## src/rtl/add_1p_arbiter_if.sv

```systemverilog
// add_1p_arbiter_if: request, adder-side and response signals that connect
// the client blocks, the round-robin arbiter and the shared add_1p instance.
// Optional macro ADD_1P_ARB_OVF_EN adds the resp_ovf carry-out strobe.
interface add_1p_arbiter_if #(
   parameter int WIDTH = 15,
   parameter int NREQ  = 4
);
   localparam int IDW = $clog2(NREQ);

   // Request side: one operand pair per requester, packed i*WIDTH +: WIDTH.
   logic [NREQ-1:0]       req_valid;
   logic [NREQ-1:0]       req_ready;
   logic [NREQ*WIDTH-1:0] req_x;
   logic [NREQ*WIDTH-1:0] req_y;

   // Adder side: registered operands out, pipelined sum back.
   logic [WIDTH-1:0]      add_x;
   logic [WIDTH-1:0]      add_y;
   logic [WIDTH-1:0]      add_sum;

   // Response side: one-hot single-cycle strobe plus owner ID and result.
   logic [NREQ-1:0]       resp_valid;
   logic [IDW-1:0]        resp_id;
   logic [WIDTH-1:0]      resp_sum;
`ifdef ADD_1P_ARB_OVF_EN
   logic                  resp_ovf;
`endif

   // Client/environment view: issues requests, returns the adder sum.
   modport master (
      output req_valid, req_x, req_y, add_sum,
      input  req_ready, add_x, add_y, resp_valid, resp_id, resp_sum
`ifdef ADD_1P_ARB_OVF_EN
      , input resp_ovf
`endif
   );

   // Arbiter view.
   modport slave (
      input  req_valid, req_x, req_y, add_sum,
      output req_ready, add_x, add_y, resp_valid, resp_id, resp_sum
`ifdef ADD_1P_ARB_OVF_EN
      , output resp_ovf
`endif
   );
endinterface

```

## src/rtl/add_1p_arbiter.sv

```systemverilog
// add_1p_arbiter: round-robin scheduler sharing one pipelined add_1p among
// NREQ requesters. One operand pair is accepted per cycle, a requester tag
// rides a LAT+1 deep shift pipe alongside the adder, and each sum is routed
// back to its issuer with a one-hot strobe, strictly in acceptance order.
// Optional macro ADD_1P_ARB_OVF_EN: tag also carries operand MSBs and the
// response gains resp_ovf, the unsigned carry-out of the addition.
module add_1p_arbiter #(
   parameter int WIDTH = 15,
   parameter int NREQ  = 4,
   parameter int LAT   = 2
) (
   input  logic            clk,
   input  logic            rst,
   add_1p_arbiter_if.slave bus
);
   localparam int             IDW    = $clog2(NREQ);
   localparam logic [IDW:0]   NREQ_W = (IDW+1)'(NREQ);

   typedef struct packed {
      logic           vld;
      logic [IDW-1:0] id;
`ifdef ADD_1P_ARB_OVF_EN
      logic           x_msb;
      logic           y_msb;
`endif
   } tag_t;

   logic [IDW-1:0]   ptr;
   logic [NREQ-1:0]  rot_valid;
   logic             gnt_vld;
   logic [IDW-1:0]   gnt_off;
   logic [IDW:0]     gnt_raw;
   logic [IDW-1:0]   gnt_id;
   logic [WIDTH-1:0] gnt_x;
   logic [WIDTH-1:0] gnt_y;
   tag_t             tag_in;
   tag_t             tag_q [LAT+1];
   logic [NREQ-1:0]  resp_oh;

   // Round-robin search: rotate the valid vector so ptr sits at bit 0, take
   // the lowest set bit, then rotate the winner's offset back into an ID.
   always_comb begin
      // NOTE: every signal written here gets a default first, so no path
      // through the block can leave it unassigned and infer a latch.
      rot_valid = NREQ'({bus.req_valid, bus.req_valid} >> ptr);
      gnt_vld   = 1'b0;
      gnt_off   = '0;
      for (int k = 0; k < NREQ; k++) begin
         if (!gnt_vld && rot_valid[k]) begin
            gnt_vld = 1'b1;
            gnt_off = IDW'(k);
         end
      end
      gnt_raw = {1'b0, ptr} + {1'b0, gnt_off};
      gnt_id  = (gnt_raw >= NREQ_W) ? IDW'(gnt_raw - NREQ_W) : IDW'(gnt_raw);
      if (rst) begin
         gnt_vld = 1'b0;
      end
   end

   // One-hot ready, operand mux and the tag entering the pipe.
   always_comb begin
      bus.req_ready = '0;
      gnt_x         = '0;
      gnt_y         = '0;
      for (int k = 0; k < NREQ; k++) begin
         if (gnt_id == IDW'(k)) begin
            bus.req_ready[k] = gnt_vld;
            gnt_x            = bus.req_x[k*WIDTH +: WIDTH];
            gnt_y            = bus.req_y[k*WIDTH +: WIDTH];
         end
      end
      tag_in     = '0;
      tag_in.vld = gnt_vld;
      tag_in.id  = gnt_id;
`ifdef ADD_1P_ARB_OVF_EN
      tag_in.x_msb = gnt_x[WIDTH-1];
      tag_in.y_msb = gnt_y[WIDTH-1];
`endif
   end

   // Accept side: capture granted operands and advance the pointer past the
   // winner; both hold when nobody is granted.
   always_ff @(posedge clk or posedge rst) begin
      if (rst) begin
         ptr       <= '0;
         bus.add_x <= '0;
         bus.add_y <= '0;
      end else if (gnt_vld) begin
         // NOTE: registers use <= so each flop samples pre-edge values no
         // matter how the always blocks are ordered by the simulator.
         bus.add_x <= gnt_x;
         bus.add_y <= gnt_y;
         ptr       <= (gnt_id == IDW'(NREQ-1)) ? '0 : gnt_id + 1'b1;
      end
   end

   // Tag pipe: LAT+1 stages, shifts every edge; an idle edge inserts a bubble.
   always_ff @(posedge clk or posedge rst) begin
      if (rst) begin
         // NOTE: this small array is reset element by element because a stale
         // valid bit would emit a phantom response; bulk data storage that
         // carries no control meaning is normally left unreset.
         for (int s = 0; s <= LAT; s++) begin
            tag_q[s] <= '0;
         end
      end else begin
         tag_q[0] <= tag_in;
         for (int s = 1; s <= LAT; s++) begin
            tag_q[s] <= tag_q[s-1];
         end
      end
   end

   // Decode the last tag stage into the one-hot response strobe.
   always_comb begin
      resp_oh = '0;
      for (int k = 0; k < NREQ; k++) begin
         resp_oh[k] = tag_q[LAT].vld && (tag_q[LAT].id == IDW'(k));
      end
   end

   // Response register: strobe for one cycle, ID/sum/ovf hold between results.
   always_ff @(posedge clk or posedge rst) begin
      if (rst) begin
         bus.resp_valid <= '0;
         bus.resp_id    <= '0;
         bus.resp_sum   <= '0;
`ifdef ADD_1P_ARB_OVF_EN
         bus.resp_ovf   <= 1'b0;
`endif
      end else begin
         bus.resp_valid <= resp_oh;
         if (tag_q[LAT].vld) begin
            bus.resp_id  <= tag_q[LAT].id;
            bus.resp_sum <= bus.add_sum;
`ifdef ADD_1P_ARB_OVF_EN
            bus.resp_ovf <= (tag_q[LAT].x_msb & tag_q[LAT].y_msb) |
                            ((tag_q[LAT].x_msb ^ tag_q[LAT].y_msb) &
                             ~bus.add_sum[WIDTH-1]);
`endif
         end
      end
   end
endmodule
```

## src/flat_wrapper.sv

```systemverilog
// flat-port wrapper written by rule: the top's interface ports become plain ports
module add_1p_arbiter_flat 
#(
   parameter int WIDTH = 15,
   parameter int NREQ  = 4,
   parameter int LAT   = 2
)
  (clk, rst, bus_req_valid, bus_req_x, bus_req_y, bus_add_sum, bus_req_ready, bus_add_x, bus_add_y, bus_resp_valid, bus_resp_id, bus_resp_sum);
  add_1p_arbiter_if #(.WIDTH(WIDTH), .NREQ(NREQ)) bus_i ();
  input  logic clk;
  input  logic rst;
  input wire logic [$bits(bus_i.req_valid)-1:0] bus_req_valid;
  input wire logic [$bits(bus_i.req_x)-1:0] bus_req_x;
  input wire logic [$bits(bus_i.req_y)-1:0] bus_req_y;
  input wire logic [$bits(bus_i.add_sum)-1:0] bus_add_sum;
  output wire logic [$bits(bus_i.req_ready)-1:0] bus_req_ready;
  output wire logic [$bits(bus_i.add_x)-1:0] bus_add_x;
  output wire logic [$bits(bus_i.add_y)-1:0] bus_add_y;
  output wire logic [$bits(bus_i.resp_valid)-1:0] bus_resp_valid;
  output wire logic [$bits(bus_i.resp_id)-1:0] bus_resp_id;
  output wire logic [$bits(bus_i.resp_sum)-1:0] bus_resp_sum;
  assign bus_i.req_valid = bus_req_valid;
  assign bus_i.req_x = bus_req_x;
  assign bus_i.req_y = bus_req_y;
  assign bus_i.add_sum = bus_add_sum;
  assign bus_req_ready = bus_i.req_ready;
  assign bus_add_x = bus_i.add_x;
  assign bus_add_y = bus_i.add_y;
  assign bus_resp_valid = bus_i.resp_valid;
  assign bus_resp_id = bus_i.resp_id;
  assign bus_resp_sum = bus_i.resp_sum;
  add_1p_arbiter #(.WIDTH(WIDTH), .NREQ(NREQ), .LAT(LAT)) u_core (.clk(clk), .rst(rst), .bus(bus_i));
endmodule
```

## config.mk

```make
export PLATFORM = sky130hd
export DESIGN_NAME = add_1p_arbiter_flat
export DESIGN_NICKNAME = d
export VERILOG_FILES = /design/src/rtl/add_1p_arbiter_if.sv /design/src/rtl/add_1p_arbiter.sv /design/src/flat_wrapper.sv
export SDC_FILE = /design/constraint.sdc
export NUM_CORES = 1
export LEC_CHECK = 0
export CORE_UTILIZATION = 41
export DETAILED_ROUTE_END_ITERATION = 12
export GPL_TIMING_DRIVEN = 0
export PLACE_DENSITY = 0.83
export SLEW_MARGIN = 20
export SYNTH_ARGS = -nofsm -noshare
export SYNTH_HDL_FRONTEND = slang
export SYNTH_SLANG_ARGS = --single-unit
```

## constraint.sdc

```tcl
create_clock -name clk -period 7.15 [get_ports clk]
set_clock_uncertainty 0.1 [all_clocks]
set_input_delay 0.715 -clock clk [delete_from_list [all_inputs] [get_ports clk]]
set_output_delay 0.715 -clock clk [all_outputs]
set_load 0.01 [all_outputs]
```

=== Word level (Yosys, flattened, before mapping) ===
Index checks and enable logic that the tools add are counted.

* Bits of input ports: 141
* Flip-flop bits (word level): 62
* Output and inout bits: 55
* Logic and storage cells: 57

* Mux-type cells: 22
* Magnitude comparators: 1
* Shift-type cells: 1
* Reductions and logical operators: 12
* Equality and inequality tests: 6
* Add/subtract/negate cells: 3

{| class="wikitable"
|+ Operator list
! operator !! count
|-
| 2-to-1 mux 15 bit || 8
|-
| 2-to-1 mux 1 bit || 10
|-
| equality test 2 bit (second input constant) || 4
|-
| 2-to-1 mux 2 bit || 4
|-
| >> shifter 8 x 2 -> 4 bit || 1
|-
| logical AND 1 bit || 7
|-
| equality test 2 x 1 -> 1 bit (second input constant) || 2
|-
| logical NOT 2 bit || 2
|-
| adder 2 x 2 -> 3 bit || 1
|-
| greater-or-equal comparator 3 bit (second input constant) || 1
|-
| logical NOT 1 bit || 3
|-
| adder 2 x 1 -> 2 bit (second input constant) || 1
|-
| subtractor 2 x 1 -> 2 bit (second input constant) || 1
|}

=== Longest topological paths before layout ===
Gate-level depths: netlist of the first run.

* Depth after elaboration: 19
* Depth in mapped cells: 16
* Gate-level depth less buffers: 13

=== Worst setup path after synthesis of the first run ===
Ideal clock, no wire load.

* Path type: input to output
* Start point: in bus_req_valid[2]
* End point: out bus_req_ready[3]
* Data required time: 6.335 ns
* Path slack: 3.836 ns
* Stages on the path: 11
* Arrival time: 2.499 ns
* Cell sequence: nor2_1 > nor3_1 > a21oi_1 > o211ai_1 > ha_1 > xor2_1 > xor2_1 > ha_1 > clkbuf_1 > buf_2 > and2_1

* Cells in the longest elaborated chain, start to end: 16

{| class="wikitable"
|+ RTL lines
! element !! line !! source
|-
| start, declared || flat_wrapper.sv:12 || <nowiki>input wire logic [$bits(bus_i.req_valid)-1:0] bus_req_valid;</nowiki>
|-
| >> shifter 8 x 2 -> 4 bit * || add_1p_arbiter.sv:45 || <nowiki>rot_valid = NREQ'({bus.req_valid, bus.req_valid} >> ptr);</nowiki>
|-
| 2-to-1 mux 1 bit || add_1p_arbiter.sv:49 || <nowiki>if (!gnt_vld && rot_valid[k]) begin</nowiki>
|-
| logical NOT 1 bit || add_1p_arbiter.sv:49 ||
|-
| logical AND 1 bit || add_1p_arbiter.sv:49 ||
|-
| 2-to-1 mux 1 bit || add_1p_arbiter.sv:49 ||
|-
| logical NOT 1 bit || add_1p_arbiter.sv:49 ||
|-
| logical AND 1 bit || add_1p_arbiter.sv:49 ||
|-
| 2-to-1 mux 1 bit || add_1p_arbiter.sv:49 ||
|-
| logical NOT 1 bit || add_1p_arbiter.sv:49 ||
|-
| logical AND 1 bit || add_1p_arbiter.sv:49 ||
|-
| 2-to-1 mux 2 bit * || add_1p_arbiter.sv:49 ||
|-
| adder 2 x 2 -> 3 bit * || add_1p_arbiter.sv:54 || <nowiki>gnt_raw = {1'b0, ptr} + {1'b0, gnt_off};</nowiki>
|-
| greater-or-equal comparator 3 bit / subtractor 2 x 1 -> 2 bit (equally long branches) || add_1p_arbiter.sv:55 || <nowiki>gnt_id = (gnt_raw >= NREQ_W) ? IDW'(gnt_raw - NREQ_W) : IDW'(gnt_raw);</nowiki>
|-
| 2-to-1 mux 2 bit * || add_1p_arbiter.sv:55 ||
|-
| net u_core.gnt_id[1] || add_1p_arbiter.sv:33 || <nowiki>logic [IDW-1:0] gnt_id;</nowiki>
|-
| equality test 2 bit * || add_1p_arbiter.sv:67 || <nowiki>if (gnt_id == IDW'(k)) begin</nowiki>
|-
| 2-to-1 mux 1 bit * || add_1p_arbiter.sv:67 ||
|-
| end, declared || flat_wrapper.sv:16 || <nowiki>output wire logic [$bits(bus_i.req_ready)-1:0] bus_req_ready;</nowiki>
|}

Mark *: on every way through the listed nets, which the timed path passes. The rest lies on a longest branch.

=== Final worst setup path of the first run ===
* Start point: in bus_req_valid[1]
* End point: out bus_req_ready[3]

The elaborated chain is that of the path after synthesis.

==> results.md, run 1 <==
- The number of DRC violations after detailed routing is 0.
- The number of hold-slack violations in the final timing report is 0.
- The headroom to the max-slew limit is 0.621.
- The all-layer global routing usage is 0.261.
- The fraction of layout instances using a drive strength above 1 is 0.141.
- Synthesis produced a netlist with a net count of 487.
- STA classifies the critical path endpoint as a primary output.
- The share of total power dissipated in the clock network is 0.107.
- Once placement completed, the tool counted placed cells totaling 639.
- The non-filler instance count after layout is 655.
- The routed layout has 3486 vias.
- The final worst setup slack is 2250 ps.
- In this design, the stage delay of the slowest critical-path cell is 590 ps.
- The number of warnings reported in the yosys synthesis log is 0.
- The die area is 8600 µm².
- The most frequent standard cell in the layout excluding fill and tap cells is sky130_fd_sc_hd__clkdlybuf4s50_1.
- The arrival time reported for the critical path endpoint is 4090 ps.
- The combined area of the multi-input logic cells is 1620 µm².
- The pin count of the biggest net entering global routing is 49.
- The worst-case reg-to-reg path depth is 14.
- Max-cap violations in this run came to 0.
- The peak clock frequency supported by timing is 204 MHz.
- The net count of the finished layout is 694.
- The initial antenna violation count is 0.
- The number of optimization iterations in the first detailed-route pass is 4.
- The share of Yosys cell area claimed by the top area cell type is 0.460.
- The via count of the first global-routing pass was 3395.
- The synthesized design contains 0 enable-type register cells.
- In this run the cell area of the synthesized design comes to 3380 µm².
- The largest fanout on the critical path is 10.
- The flow ran to the end, and the final reports show no timing, DRC or antenna violations.
- The total of cells resized after clock tree synthesis is 0.
- Setup repair after global routing left no endpoint under its margin.
- The classification of the worst-slack hold path is reg -> reg.
- Row generation in the floorplan step produced 32 rows.
- At the pin with the least slew margin, the transition time is 569 ps.
- Clock tree synthesis inserted a total of 9 buffers.
- The count of buffers from port buffering is 195.
- The hold buffer count at cts is 0.
- The critical path contains buffers and inverters numbering 5 combined.
- Data on the critical path is required at its endpoint by 6340 ps.
- In this run the number of H-tree levels came out at 3.
- For this run, the leading register cell type out of synthesis is sky130_fd_sc_hd__dfrtp_1.
- The worst IR drop on VDD is 0.000278 V.
- OpenSTA, run right after detailed placement, puts the worst setup slack at 2250 ps.
- The power share of the combinational group is 0.699.
- The congestion estimate from routability-driven global placement came to 0.829.
- After detailed routing, the total wire length is 11100 µm.
- The initial core utilization is 0.430.
- Clock latency on the worst-skew pair, taken at its later pin, is 340 ps.
- The average wire per standard cell is 16.9 µm.
- Sorting the synthesized cells by area gives the leading types as sky130_fd_sc_hd__dfrtp_1, sky130_fd_sc_hd__a21oi_1, sky130_fd_sc_hd__mux2_2, sky130_fd_sc_hd__nor2b_1, sky130_fd_sc_hd__a221oi_1.
- The critical path's slowest cell is sky130_fd_sc_hd__clkdlybuf4s50_1.
- The switching power is 0.00127 W.
- The time the final worst path needs with I/O delays and setup is 4900 ps.
- The setup fix buffers added after clock tree synthesis is 0.
- The depth of the worst hold-timing path is 0.
- In this run, the number of DRC markers left after iteration 0 of detailed routing was 115.
- The core region is 7850 µm².
- The family of cells with the greatest summed delay on the critical path is buffers and inverters.
- Of the synthesized area, sequential elements account for 0.460.
- The leftover overflow at the end of global routing is 0.
- Across all hold checks on the routed design, the worst slack comes to 250 ps.
- The critical path startpoint category is an input port.
- The synthesized design spends more area on one cell type than any other, namely sky130_fd_sc_hd__dfrtp_1.
- The HPWL after detailed placement is 8540 µm.
- No sink is reached through more buffers than the 2 on the longest clock path.
- The clock tree from TritonCTS is done.
- The library cells used most frequently in the layout, excluding fill and tap cells, are sky130_fd_sc_hd__clkdlybuf4s50_1, sky130_fd_sc_hd__a21oi_1, sky130_fd_sc_hd__dfrtp_1.
- The count of state elements after synthesis is 62.
- Counting every sink on the clock net gives 62.
- Compared with the post-synthesis result, the final layout area differs by 68.4%.
- The first-pass GRT wire length is 17200 µm.
- The remaining antenna violation count is 0.
- The switching power share of the total is 0.440.
- The final max-slew violation count was 0.
- Walking the worst path, the cells encountered are clkdlybuf4s50_1 > inv_1 > nor3_1 > a31oi_1 > o211ai_1 > ha_1 > xor2_1 > xor2_1 > ha_1 > clkbuf_1 > buf_2 > and2_1 > clkdlybuf4s50_1.
- The cell area power density is 507 nW/µm².
- Each instance of the synthesized netlist takes up on average 9.90 µm².
- After detailed routing, the number of vias per cell comes to 5.32.
- The cell at the root of the clock tree is sky130_fd_sc_hd__clkbuf_8.
- The start-to-end type of the worst setup path is in -> out.
- The die boundary width is 92.7 µm.
- The height of the die is 92.7 µm.
- The internal power component is 0.00162 W.
- The count of pins on the block boundary is 196.
- The part of the power in registers is 0.194.
- The number of inserted filler cells in the final layout is 606.
- The sequential standard cell area is 1550 µm².
- In the final timing run, aggregate negative setup slack is 0 ps.
- Setup violations remaining at the end of the flow were counted as 0.
- The startpoint of the lowest-slack hold path is u_core.tag_q[7].
- The antenna diode count is 0.
- The static leakage power is 2.25 nW.
- The number of different library cells used by synthesis comes to 31.
- The final design utilization is 0.724.
- The post-synthesis async set-or-reset flop share is 1.00.
- The worst setup path startpoint is bus_req_valid[1].
- The share of the clock period used by the worst path after layout is 0.685.
- The clock transition time at the flip-flop clock pins of the worst setup and hold paths is 70 ps.
- The number of gates on the worst path with buffers counted is 13.
- The worst register-to-register path begins at u_core.ptr[0].
- Counting every instance in the synthesized netlist gives 341.
==> power groups by stage <==
stage | clock network (W) | registers, W | logic, W
6_report | 0.000309 | 0.000558 | 0.00202
5_1_grt | 0.000332 | 0.000574 | 0.00220
4_1_cts | 0.000311 | 0.000558 | 0.00202
3_5_place_dp | 0 | 0.000564 | 0.00201
3_3_place_gp | 0 | 0.000558 | 0.00196
2_1_floorplan | 0 | 0.000611 | 0.00130
==> logic make-up (layout without fill, tap and decap cells) <==
logic type / after synthesis / in the layout / synth area share
XOR/XNOR: 3 / 3 / 0.00778
multiplexers: 18 / 18 / 0.0600
adder cells (fa/ha/maj): 5 / 5 / 0.0185
flip-flops: 62 / 62 / 0.460
AO/OA/AOI/OAI: 101 / 101 / 0.205
buffers and inverters: 37 / 249 / 0.0604
AND/OR/NAND/NOR: 115 / 115 / 0.189
==> registers in the layout, summed over array words and instances, names as in the netlist <==
| signal | count |
|---|---|
| u_core.bus.resp_valid | 4 |
| u_core.bus.add_y | 15 |
| u_core.tag_q | 9 |
| u_core.bus.resp_sum | 15 |
| u_core.bus.resp_id | 2 |
| u_core.ptr | 2 |
| u_core.bus.add_x | 15 |
==> synthesized netlist by cell type (all sizes together) (2+ instances only) <==
cell     n
a21oi   65
a221oi  29
and2     4
and3b    2
buf     22
clkbuf  10
dfrtp   62
ha       5
inv      5
mux2    18
nand2    2
nor2    38
nor2b   30
nor3    32
nor3b    3
nor4     2
o21ai    3
xor2     2
==> worst reg2reg max path: stages, from the launching register on <==
cell and delay [ps]:
sky130_fd_sc_hd__dfrtp_1 400, sky130_fd_sc_hd__buf_2 180, sky130_fd_sc_hd__nor3_1 210, sky130_fd_sc_hd__a31oi_1 60, sky130_fd_sc_hd__o211ai_1 190, sky130_fd_sc_hd__ha_1 190
sky130_fd_sc_hd__xor2_1 270, sky130_fd_sc_hd__xor2_1 290, sky130_fd_sc_hd__ha_1 190, sky130_fd_sc_hd__buf_2 150, sky130_fd_sc_hd__clkbuf_1 460, sky130_fd_sc_hd__nor2b_1 250
sky130_fd_sc_hd__nor3_2 50, sky130_fd_sc_hd__a21oi_1 130, sky130_fd_sc_hd__a21oi_1 80
==> final timing paths <==
check / end / slack (ps)
setup / recovery: bus_req_ready[3] / 2250
hold / removal: u_core.tag_q[4] / 250
setup reg to reg: u_core.bus.add_x[14] / 3840
hold reg to reg: u_core.tag_q[4] / 250
max in group asynchronous: u_core.bus.resp_sum[8] / 5880
min in group asynchronous: u_core.bus.add_x[13] / 580
==> per-layer routing <==
metal | share of wire | routed length (µm) | track usage
met5 | 0 | 0 | 0
met4 | 0.025 | 280 | 0.0833
met3 | 0.082 | 909 | 0.0813
met2 | 0.51 | 5650 | 0.447
met1 | 0.38 | 4260 | 0.312
==> through the flow <==
stage	power (W)	instance area [µm²]
after floorplan	0.00191	3380
after global placement	0.00251	5460
after detailed placement	0.00257	5490
after CTS	0.00289	5680
after global routing	0.00311	5680
final	0.00288	5680
==> area by class of cell <==
| class | count | area share |
|---|---|---|
| Inverter | 5 | 0.00374 |
| Timing Repair Buffer | 196 | 0.348 |
| Buffer | 32 | 0.0326 |
| Multi-Input combinational cell | 242 | 0.285 |
| Sequential cell | 62 | 0.273 |
| Clock buffer | 9 | 0.0218 |
| Tap cell | 102 | 0.0225 |
| Clock inverter | 7 | 0.0132 |
No activity file was read; power rests on OpenSTA's default activity.
==> run 2: changes to the inputs <==
--- a/config.mk
+++ b/config.mk
@@ -5,10 +5,10 @@
 export SDC_FILE = /design/constraint.sdc
 export NUM_CORES = 1
 export LEC_CHECK = 0
-export CORE_UTILIZATION = 41
+export CORE_UTILIZATION = 38
 export DETAILED_ROUTE_END_ITERATION = 12
 export GPL_TIMING_DRIVEN = 0
-export PLACE_DENSITY = 0.83
+export PLACE_DENSITY = 0.77
 export SLEW_MARGIN = 20
 export SYNTH_ARGS = -nofsm -noshare
 export SYNTH_HDL_FRONTEND = slang
==> constraint.sdc (replaced) <==
create_clock -name clk -period 5.01 [get_ports clk]
set_clock_uncertainty 0.1 [all_clocks]
set_input_delay 0.501 -clock clk [delete_from_list [all_inputs] [get_ports clk]]
set_output_delay 0.501 -clock clk [all_outputs]
set_load 0.01 [all_outputs]
==> results.md, run 2 (synthesis results as in run 1) <==
- The flow ran to the end, and the final reports show no timing, DRC or antenna violations.
- The setup fix buffers added after clock tree synthesis is 0.
- Setup slack on the worst reg-to-reg path comes out at 1720 ps.
- The critical path required time is 4410 ps.
- The number of hold-slack violations in the final timing report is 0.
- The cell area power density is 734 nW/µm².
- The die covers 9260 µm².
- The average wire per standard cell is 16.6 µm.
- The most critical setup path has its startpoint at bus_req_valid[1].
- The ratio of routed vias to standard cells is 5.13.
- The via count of the first global-routing pass is 3356.
- The end of the worst register-to-register path is u_core.bus.add_x[9].
- The detailed router placed 3394 vias in this run.
- The final max-slew violation count is 0.
- The static leakage power is 2.28 nW.
- The count of pins on the block boundary is 196.
- The largest fanout on the critical path is 10.
- The worst hold margin is 253 ps.
- The final design utilization is 0.661.
- Entering global routing, the biggest net connects 60 pins.
- The tool flagged a number of max-cap violations equal to 0.
- The first global-routing pass estimated 16400 µm of wire.
- The start-to-end type of the worst setup path is in -> out.
- The largest registers in the layout are u_core.bus.add_x (15), u_core.bus.add_y (15), u_core.bus.resp_sum (15).
- The core outline area is 8680 µm².
- In this run the core area contains 34 standard-cell rows.
- For the pin with the worst max-slew slack, the measured transition is 541 ps.
- The clock tree from TritonCTS is done.
- The peak clock frequency supported by timing is 224 MHz.
- The startpoint identified for the worst register-to-register timing path is u_core.ptr[0].
- The combined area of the multi-input logic cells is 1620 µm².
- The number of CTS-inserted buffers is 9.
- The critical path ends at bus_req_ready[3].
- The initial antenna violation count is 0.
- Setup repair after global routing left no endpoint under its margin.
- The most frequent standard cell in the layout excluding fill and tap cells is sky130_fd_sc_hd__clkdlybuf4s50_1.
- The latest clock arrival within the worst-skew pair is 330 ps.
- The completed layout was analyzed and its total power is 0.00421 W.
- The worst register-to-register path has a depth of 13.
- The total of cells resized after clock tree synthesis is 0.
- The sort of element at the end of the critical path is a primary output.
- The sequential cells in the finished layout cover a total of 1550 µm².
- In this run the horizontal extent of the chip is 96.3 µm.
- Setup total negative slack on the finished layout was measured at 0 ps.
- The count of buffers from port buffering is 195.
- The maximum clock path buffer count is 2.
- VDD sags by at most 0.000380 V.
- The overall routed net length is 11000 µm.
- From synthesis to final layout, the design area changed by 70.1%.
- The violation count after the first detailed-route iteration is 97.
- The congestion estimate from routability-driven global placement came to 0.775.
- At the worst endpoint, the arrival time is 3860 ps.
- Across all setup checks in the final design, the least slack found is 548 ps.
- The tree is rooted in a sky130_fd_sc_hd__clkbuf_8.
- The clock transition time at the flip-flop clock pins of the worst setup and hold paths is 70 ps.
- The leftover overflow at the end of global routing is 0.
- Leaving out fill and tap cells, the most frequent cells in the layout are sky130_fd_sc_hd__clkdlybuf4s50_1, sky130_fd_sc_hd__a21oi_1, sky130_fd_sc_hd__dfrtp_1.
- Measured against its own limit, the worst slew margin works out to 0.639.
- Of the cells placed in the final design, the portion with a size suffix greater than 1 is 0.139.
- The hold buffer count at cts is 0.
- After the last flow step, the layout net total stands at 694.
- At the placement stage, the worst setup path has a slack of 550 ps.
- The share of the clock period used by the worst path after layout is 0.891.
- The number of sinks on the clock net is 62.
- The height of the die is 96.3 µm.
- The classification of the worst-slack hold path is reg -> reg.
- Once detail routing completed, the nets flagged for antenna violations numbered 0.
- The number of setup violations in the final report is 0.
- The number of antenna diodes in the final layout is 0.
- STA classifies the critical path startpoint as an input port.
- The layout has 692 filler cells.
- The deepest level of the CTS H-tree is 3.
- The number of DRC violations after detailed routing is 0.
- The number of optimization iterations in the first detailed-route pass is 4.
- The all-layer global routing usage is 0.236.
- The HPWL after detailed placement is 8330 µm.
- After layout, the minimum clock period comes to 4460 ps.
- For this configuration, the core starts out at a cell density of 0.389.
==> run 2: cell count changes in the layout (fill, tap and decap cells not counted) <==
cell	previous run	this run
sky130_fd_sc_hd__clkinvlp_4	3	1
sky130_fd_sc_hd__clkinv_4	2	1
sky130_fd_sc_hd__bufinv_16	1	3
sky130_fd_sc_hd__clkinv_2	1	0
sky130_fd_sc_hd__clkbuf_1	10	11
sky130_fd_sc_hd__clkbuf_8	9	10
==> run 2: stage by stage <==
| step | instances | instance area, µm² |
|---|---|---|
| finish | 661 | 5740 |
| global route | 661 | 5740 |
| CTS | 661 | 5740 |
| detailed placement | 645 | 5490 |
| global placement | 644 | 5460 |
| floorplan | 341 | 3380 |
==> run 2: final cells by class <==
| type | instances | area share |
|---|---|---|
| multi-input cells | 242 | 0.282 |
| inverters | 5 | 0.00371 |
| flip-flops and latches | 62 | 0.270 |
| plain buffers | 32 | 0.0323 |
| clock inverters | 5 | 0.0185 |
| clock buffers | 11 | 0.0246 |
| repair buffers | 196 | 0.345 |
| well taps | 108 | 0.0235 |
==> run 2: metal layers <==
metal | track usage | up-vias | wire, µm
li1 | - | 1643 | -
met1 | 0.280 | 1607 | 4400
met2 | 0.418 | 130 | 5630
met3 | 0.0600 | 14 | 804
met4 | 0.0697 | 0 | 153
met5 | 0 | - | 0
==> run 2: how the worst min path moves through the flow <==
stage / to / slack (ps) / from / depth (start not counted)
3_3_place_gp: u_core.tag_q[1] / 230 / u_core.tag_q[4] / 0
5_1_grt: u_core.tag_q[0] / 260 / u_core.tag_q[3] / 0
2_1_floorplan: u_core.tag_q[0] / 230 / u_core.tag_q[3] / 0
6_report: u_core.tag_q[5] / 250 / u_core.tag_q[8] / 0
4_1_cts: u_core.tag_q[5] / 260 / u_core.tag_q[8] / 0
3_5_place_dp: u_core.tag_q[5] / 240 / u_core.tag_q[8] / 0
==> run 2: worst max-delay path: stages <==
cell	delay, ps
sky130_fd_sc_hd__clkdlybuf4s50_1	590
sky130_fd_sc_hd__inv_1	90
sky130_fd_sc_hd__nor3_1	170
sky130_fd_sc_hd__a31oi_1	70
sky130_fd_sc_hd__o211ai_1	200
sky130_fd_sc_hd__ha_1	190
sky130_fd_sc_hd__xor2_1	260
sky130_fd_sc_hd__xor2_1	270
sky130_fd_sc_hd__ha_1	190
sky130_fd_sc_hd__clkbuf_1	270
sky130_fd_sc_hd__buf_2	320
sky130_fd_sc_hd__and2_1	170
sky130_fd_sc_hd__clkdlybuf4s50_1	560
==> run 2: where the power goes <==
group | switching [W] | internal (W) | total, W
registers | 0.0000939 | 0.000701 | 0.000795
logic | 0.00149 | 0.00138 | 0.00287
clock network | 0.000204 | 0.000345 | 0.000550
